<file path="config.mk">
export PLATFORM = sky130hd
export DESIGN_NAME = lsu_misalign_seq
export DESIGN_NICKNAME = d
export VERILOG_FILES = /design/src/rtl/lsu_pkg.sv /design/src/rtl/lsu_load_ext.sv /design/src/rtl/lsu_misalign_seq.sv
export SDC_FILE = /design/constraint.sdc
export NUM_CORES = 1
export LEC_CHECK = 0
export BUFFER_PORTS_ARGS = -buffer_cell sky130_fd_sc_hd__buf_2
export CAP_MARGIN = 25
export CORE_MARGIN = 8
export CORE_UTILIZATION = 40
export DETAILED_ROUTE_END_ITERATION = 8
export PLACE_DENSITY = 0.61
export RECOVER_POWER = 100
export SYNTH_ARGS = -nofsm -noshare
export SYNTH_HDL_FRONTEND = slang
export SYNTH_SLANG_ARGS = --single-unit
</file>
<file path="constraint.sdc">
create_clock -name clk -period 10.07 [get_ports clk]
set_input_delay 0.5035 -clock clk [delete_from_list [all_inputs] [get_ports clk]]
set_output_delay 0.5035 -clock clk [all_outputs]
set_load 0.005 [all_outputs]
</file>
<file path="src/rtl/lsu_pkg.sv">
// Shared definitions for the load/store sequencer.
//   - RISC-V load/store funct3 encodings
//   - lsu_state_t: sequencer FSM states
//   - access_size(): byte count (1, 2 or 4) of an access; 0 for encodings
//     that have no defined size
package lsu_pkg;

    localparam logic [2:0] F3_LB  = 3'b000;
    localparam logic [2:0] F3_LH  = 3'b001;
    localparam logic [2:0] F3_LW  = 3'b010;
    localparam logic [2:0] F3_LBU = 3'b100;
    localparam logic [2:0] F3_LHU = 3'b101;
    localparam logic [2:0] F3_SB  = 3'b000;
    localparam logic [2:0] F3_SH  = 3'b001;
    localparam logic [2:0] F3_SW  = 3'b010;

    typedef enum logic [1:0] {
        IDLE,
        SPLIT,
        DONE
    } lsu_state_t;

    function automatic logic [2:0] access_size(input logic [2:0] funct3);
        case (funct3[1:0])
            2'b00:   access_size = 3'd1;
            2'b01:   access_size = 3'd2;
            2'b10:   access_size = 3'd4;
            default: access_size = 3'd0;
        endcase
    endfunction

endpackage

</file>
<file path="src/rtl/lsu_load_ext.sv">
// Load-result extension: sign- or zero-extends the low byte/halfword of
// data according to a load funct3. Words and any other encoding pass through.
//   funct3 in 3  : load funct3
//   data   in 32 : raw data, access bytes in the low lanes
//   ext    out 32: extended result
module lsu_load_ext
    import lsu_pkg::*;
(
    input  logic [2:0]  funct3,
    input  logic [31:0] data,
    output logic [31:0] ext
);

    always_comb begin
        case (funct3)
            F3_LB:   ext = {{24{data[7]}}, data[7:0]};
            F3_LH:   ext = {{16{data[15]}}, data[15:0]};
            F3_LW:   ext = data;
            F3_LBU:  ext = {24'b0, data[7:0]};
            F3_LHU:  ext = {16'b0, data[15:0]};
            default: ext = data;
        endcase
    end

endmodule

</file>
<file path="src/rtl/lsu_misalign_seq.sv">
// Load/store sequencer between the execute stage and data memory.
// Aligned accesses pass through combinationally. Misaligned halfword/word
// accesses are split into byte accesses while the core is stalled, then
// the loaded bytes are reassembled and extended in a final DONE cycle.
//   clk, rst (async, active-high)
//   req_valid/req_write/req_funct3/req_addr/req_wdata : core request
//   stall, rdata, fault, misalign_count               : to core
//   MemRead/MemWrite/mem_funct3/mem_addr/mem_write_data: to data memory
//   mem_read_data                                     : from data memory
module lsu_misalign_seq
    import lsu_pkg::*;
#(
    parameter int MEM_BYTES = 128,
    parameter int CNT_W     = 16
) (
    input  logic             clk,
    input  logic             rst,
    input  logic             req_valid,
    input  logic             req_write,
    input  logic [2:0]       req_funct3,
    input  logic [31:0]      req_addr,
    input  logic [31:0]      req_wdata,
    output logic             stall,
    output logic [31:0]      rdata,
    output logic             fault,
    output logic [CNT_W-1:0] misalign_count,
    output logic             MemRead,
    output logic             MemWrite,
    output logic [2:0]       mem_funct3,
    output logic [31:0]      mem_addr,
    output logic [31:0]      mem_write_data,
    input  logic [31:0]      mem_read_data
);

    lsu_state_t  state;
    logic [1:0]  idx;
    logic [1:0]  last_idx;
    logic [31:0] addr_lat;
    logic [31:0] wdata_lat;
    logic [2:0]  funct3_lat;
    logic        write_lat;
    logic [31:0] asm_data;

    // Request decode; only meaningful while IDLE. Memory is never touched
    // while reset is asserted, even if the core still drives a request.
    logic        active;
    logic [2:0]  req_size;
    logic        f3_legal;
    logic [32:0] last_byte;
    logic        out_of_range;
    logic        misaligned;
    logic        req_fault;
    logic        req_aligned;
    logic        req_split;

    assign active   = req_valid && !rst && (state == IDLE);
    assign req_size = access_size(req_funct3);
    assign f3_legal = req_write ? (req_funct3 inside {F3_SB, F3_SH, F3_SW})
                                : (req_funct3 inside {F3_LB, F3_LH, F3_LW, F3_LBU, F3_LHU});
    // 33-bit sum so addresses near 2^32 cannot wrap back into range.
    assign last_byte    = {1'b0, req_addr} + {30'b0, req_size} - 33'd1;
    assign out_of_range = last_byte > 33'(MEM_BYTES - 1);
    assign misaligned   = ((req_size == 3'd2) && req_addr[0]) ||
                          ((req_size == 3'd4) && (req_addr[1:0] != 2'b00));
    assign req_fault    = active && (!f3_legal || out_of_range);
    assign req_aligned  = active && f3_legal && !out_of_range && !misaligned;
    assign req_split    = active && f3_legal && !out_of_range && misaligned;

    // One extender serves both paths: DONE extends the assembled bytes with
    // the latched funct3, otherwise the raw memory word with the live funct3.
    logic [2:0]  ext_funct3;
    logic [31:0] ext_in;
    logic [31:0] ext_out;

    assign ext_funct3 = (state == DONE) ? funct3_lat : req_funct3;
    assign ext_in     = (state == DONE) ? asm_data   : mem_read_data;

    lsu_load_ext u_ext (
        .funct3 (ext_funct3),
        .data   (ext_in),
        .ext    (ext_out)
    );

    always_comb begin
        stall          = 1'b0;
        fault          = 1'b0;
        rdata          = 32'b0;
        MemRead        = 1'b0;
        MemWrite       = 1'b0;
        mem_funct3     = 3'b000;
        mem_addr       = 32'b0;
        mem_write_data = 32'b0;
        case (state)
            IDLE: begin
                if (req_fault) begin
                    fault = 1'b1;
                end else if (req_aligned) begin
                    MemRead        = !req_write;
                    MemWrite       = req_write;
                    mem_funct3     = req_funct3;
                    mem_addr       = req_addr;
                    mem_write_data = req_wdata;
                    rdata          = req_write ? 32'b0 : ext_out;
                end else if (req_split) begin
                    // Byte 0 of the split goes out in the accept cycle.
                    stall          = 1'b1;
                    MemRead        = !req_write;
                    MemWrite       = req_write;
                    mem_funct3     = req_write ? F3_SB : F3_LBU;
                    mem_addr       = req_addr;
                    mem_write_data = {24'b0, req_wdata[7:0]};
                end
            end
            SPLIT: begin
                stall          = 1'b1;
                MemRead        = !write_lat;
                MemWrite       = write_lat;
                mem_funct3     = write_lat ? F3_SB : F3_LBU;
                mem_addr       = addr_lat + {30'b0, idx};
                mem_write_data = {24'b0, wdata_lat[{idx, 3'b000} +: 8]};
            end
            DONE: begin
                rdata = write_lat ? 32'b0 : ext_out;
            end
            default: ;
        endcase
    end

    always_ff @(posedge clk or posedge rst) begin
        if (rst) begin
            state          <= IDLE;
            idx            <= 2'd0;
            last_idx       <= 2'd0;
            addr_lat       <= 32'b0;
            wdata_lat      <= 32'b0;
            funct3_lat     <= 3'b000;
            write_lat      <= 1'b0;
            asm_data       <= 32'b0;
            misalign_count <= '0;
        end else begin
            case (state)
                IDLE: begin
                    if (req_split) begin
                        addr_lat   <= req_addr;
                        wdata_lat  <= req_wdata;
                        funct3_lat <= req_funct3;
                        write_lat  <= req_write;
                        last_idx   <= 2'(req_size - 3'd1);
                        asm_data   <= {24'b0, mem_read_data[7:0]};
                        idx        <= 2'd1;
                        state      <= SPLIT;
                    end
                end
                SPLIT: begin
                    asm_data[{idx, 3'b000} +: 8] <= mem_read_data[7:0];
                    if (idx == last_idx) begin
                        state <= DONE;
                    end else begin
                        idx <= idx + 2'd1;
                    end
                end
                DONE: begin
                    if (misalign_count != {CNT_W{1'b1}}) begin
                        misalign_count <= misalign_count + 1'b1;
                    end
                    idx   <= 2'd0;
                    state <= IDLE;
                end
                default: state <= IDLE;
            endcase
        end
    end

endmodule

</file>
==> impl_metrics.env <==
export IMPL_run_status="finished with violations"
export IMPL_violations="capacitance limit, slew limit"
export IMPL_synthSimpleGateAreaFrac_pct=16.9
export IMPL_area_delta_synth_final_pct=19.7
export IMPL_cts_buffers=17
export IMPL_die_area_um2=28600
export IMPL_dp_hpwl_um=21700
export IMPL_finalSetupViolCount=0
export IMPL_p_sw_mw=0.426
export IMPL_start_kind="input port"
export IMPL_power_leakage_nw=5.36
export IMPL_drc=0
export IMPL_avgSynthCellArea_um2=9.21
export IMPL_routed_via_density=5.56
export IMPL_synth_top_area_share_pct=32.6
export IMPL_clkTransAtPathRegs_ps=70
export IMPL_synth_nets=1163
export IMPL_clk_latency_ps=430
export IMPL_gp_congestion=0.884
export IMPL_synthAdderAreaFrac_pct=5.91
export IMPL_async_reset_ff_share_pct=100
export IMPL_cap_viol_max_count=5
export IMPL_synth_distinct_cells=75
export IMPL_required_ps=9570
export IMPL_gr_total_overflow=0
export IMPL_hold_ws_ps=318
export IMPL_setup_slack_ps=3020
export IMPL_p_comb_share_pct=16.0
export IMPL_tightest_slew_ps=3310
export IMPL_synthTopCellsByArea="dfrtp_1, mux2_2, ha_1"
export IMPL_tns_ps=0
export IMPL_ys_seq_area_share_pct=32.6
export IMPL_routed_wl_um=28900
export IMPL_rows=56
export IMPL_grt_util_all_layers_pct=20.3
export IMPL_period_needed_ps=7050
export IMPL_endpoint_kind="primary output"
export IMPL_synth_edf_count=0
export IMPL_post_cts_buffers=0
export IMPL_post_drt_wl_per_cell_um=18.7
export IMPL_p_seq_share_pct=36.5
export IMPL_clkPwrFrac_pct=47.4
export IMPL_total_power_mw=1.36
export IMPL_hold_class="input port to flop"
export IMPL_num_vias=8601
export IMPL_cts_resized_gates=0
export IMPL_dp_cells=1510
export IMPL_power_density_nw_per_um2=122
export IMPL_arrival_ps=6550
export IMPL_ys_ff_latch=122
export IMPL_drive_gt1_share_pct=21.8
export IMPL_drv_slew=233
export IMPL_finalHoldViolCount=0
export IMPL_rsz0062_at_grt="no"
export IMPL_fillers=2302
export IMPL_ir_drop_uv=105
export IMPL_cts_htree_levels=4
export IMPL_nets=1360
export IMPL_cts_tree="done"
export IMPL_drt_pass1_iterations=5
export IMPL_synthXorXnorAreaFrac_pct=5.61
export IMPL_clock_root_buffer="clkbuf_16"
export IMPL_synth_top_family_by_area="compound AO/OA/AOI/OAI gates"
export IMPL_synth_mux_area_share_pct=13.0
export IMPL_fin_crit_sh_pct=70.0
export IMPL_ant_nets=0
export IMPL_yosysTopAreaCell="dfrtp_1"
export IMPL_syn_inst=1017
export IMPL_drt_initial_drc_count=495
export IMPL_switching_share_pct=31.2
export IMPL_grt_max_degree=82
export IMPL_core_region_area_um2=23200
export IMPL_ctsHoldBuffers=0
export IMPL_yosysWarnings=0
export IMPL_clock_skew_ps=12.0
export IMPL_synthFlopType="dfrtp_1"
export IMPL_grt_pass1_vias=8965
export IMPL_die_w_um=169
export IMPL_ios=222
export IMPL_instances_no_fill=1547
export IMPL_postPlaceCellArea_um2=10700
export IMPL_utilization_pct=48.3
export IMPL_synth_area_um2=9360
export IMPL_grt_pass1_wl_um=47000
export IMPL_io_buffer_count=221
export IMPL_synth_compound_area_share_pct=20.9
export IMPL_timing_fmax_ghz=0.142
export IMPL_crit_fanout=24
export IMPL_grt_antenna_before_repair=4
export IMPL_cts_sinks=122
export IMPL_stdcell_area_um2=11200
export IMPL_crit_type="input port to primary output"
export IMPL_slew_headroom_pct=-121
export IMPL_cts_buffer_depth=2
export IMPL_die_h_um=169
export IMPL_p_int_mw=0.937
export IMPL_initial_core_util_pct=40.4
export IMPL_dp_slack_ps=4040
## Yosys cell counts, types with 5 or more instances
cell type / instances
a21o_1: 16
xnor2_1: 32
mux2i_1: 14
nor4_1: 7
o21ai_1: 5
buf_1: 6
clkbuf_1: 38
nor3_1: 12
a21oi_1: 46
o21ai_0: 54
and2_1: 31
o21a_1: 15
and3_1: 12
a211oi_1: 6
o211a_1: 16
o211ai_1: 11
a2111oi_0: 6
dfrtp_1: 122
a31oi_1: 11
nand3_1: 24
ha_1: 41
or3_1: 6
a22o_1: 44
a211o_1: 7
nand2_1: 94
nand4_1: 17
buf_2: 6
mux4_2: 8
and4_1: 9
o21bai_1: 5
inv_1: 63
nor3b_1: 8
nand2b_1: 9
xor2_1: 28
mux2_2: 80
nor2_1: 45
## flip-flops by register name, indices dropped and copies added (netlist names)
register	cells
addr_lat	32
asm_data	32
funct3_lat	3
idx	2
last_idx	2
misalign_count	16
state	2
wdata_lat	32
write_lat	1
## area by class of cell
| type | instances | area [um2] | area share [%] |
|---|---|---|---|
| multi-input combinational | 778 | 5820 | 52.0 |
| sequential | 122 | 3050 | 27.2 |
| timing repair buffer | 232 | 1080 | 9.61 |
| clock buffer | 17 | 425 | 3.79 |
| tap | 319 | 399 | 3.56 |
| inverter | 63 | 238 | 2.12 |
| clock inverter | 15 | 191 | 1.71 |
| antenna | 1 | 2.50 | 0.0223 |
## worst max-delay path, cell delays in order
cell and delay, ps:
clkbuf_1 440, nand2b_1 160, ha_1 300, inv_1 70, ha_1 290, a211oi_1 290, o21ai_0 300, a22oi_1 420
a21oi_1 130, or3_1 360, a211o_1 290, or4_1 390, or4_1 640, nor3b_1 770, clkbuf_1 770, a32o_1 290
clkbuf_1 120
## placed cells by master, fill, tap and decap left out, types with 17 or more instances in the layout
cell type / count
nor2_1: 43
xnor2_1: 32
inv_1: 62
nand3_1: 24
ha_1: 41
nand2_1: 94
a22o_1: 44
buf_2: 129
a21oi_1: 46
clkbuf_1: 97
and2_1: 22
dfrtp_1: 122
mux2_2: 80
o21ai_0: 55
clkbuf_16: 17
nand4_1: 17
xor2_1: 28
## kinds of logic after synthesis
logic type               count (synthesis)
AND/OR/NAND/NOR                        297
adder cells (fa/ha/maj)                 43
XOR/XNOR                                60
buffers and inverters                  117
flip-flops                             122
multiplexers                           102
AO/OA/AOI/OAI                          276
## layer usage
metal  GRT usage [%]  share of wire [%]
met2            34.2                 48
met1            25.1                 44
met4            6.04                1.7
met5               0              0.090
met3            5.33                5.9
## power groups by stage
stage | registers, mW | logic, mW | clock network (mW)
6_report | 0.498 | 0.218 | 0.647
5_1_grt | 0.499 | 0.244 | 0.685
4_1_cts | 0.498 | 0.219 | 0.660
3_5_place_dp | 0.507 | 0.217 | 0
3_3_place_gp | 0.507 | 0.217 | 0
2_1_floorplan | 0.506 | 0.145 | 0
## worst paths after layout
kind,start,to,slack (ps),depth (start not counted)
setup / recovery,req_funct3[1],rdata[7],3020,17
setup reg to reg,state[1],asm_data[15],6180,7
max in group asynchronous,rst,addr_lat[10],5140,3
hold / removal,req_wdata[12],wdata_lat[12],320,2
min in group asynchronous,rst,misalign_count[9],890,2
hold reg to reg,last_idx[0],last_idx[0],490,1
(Power assumes the default switching activity.)
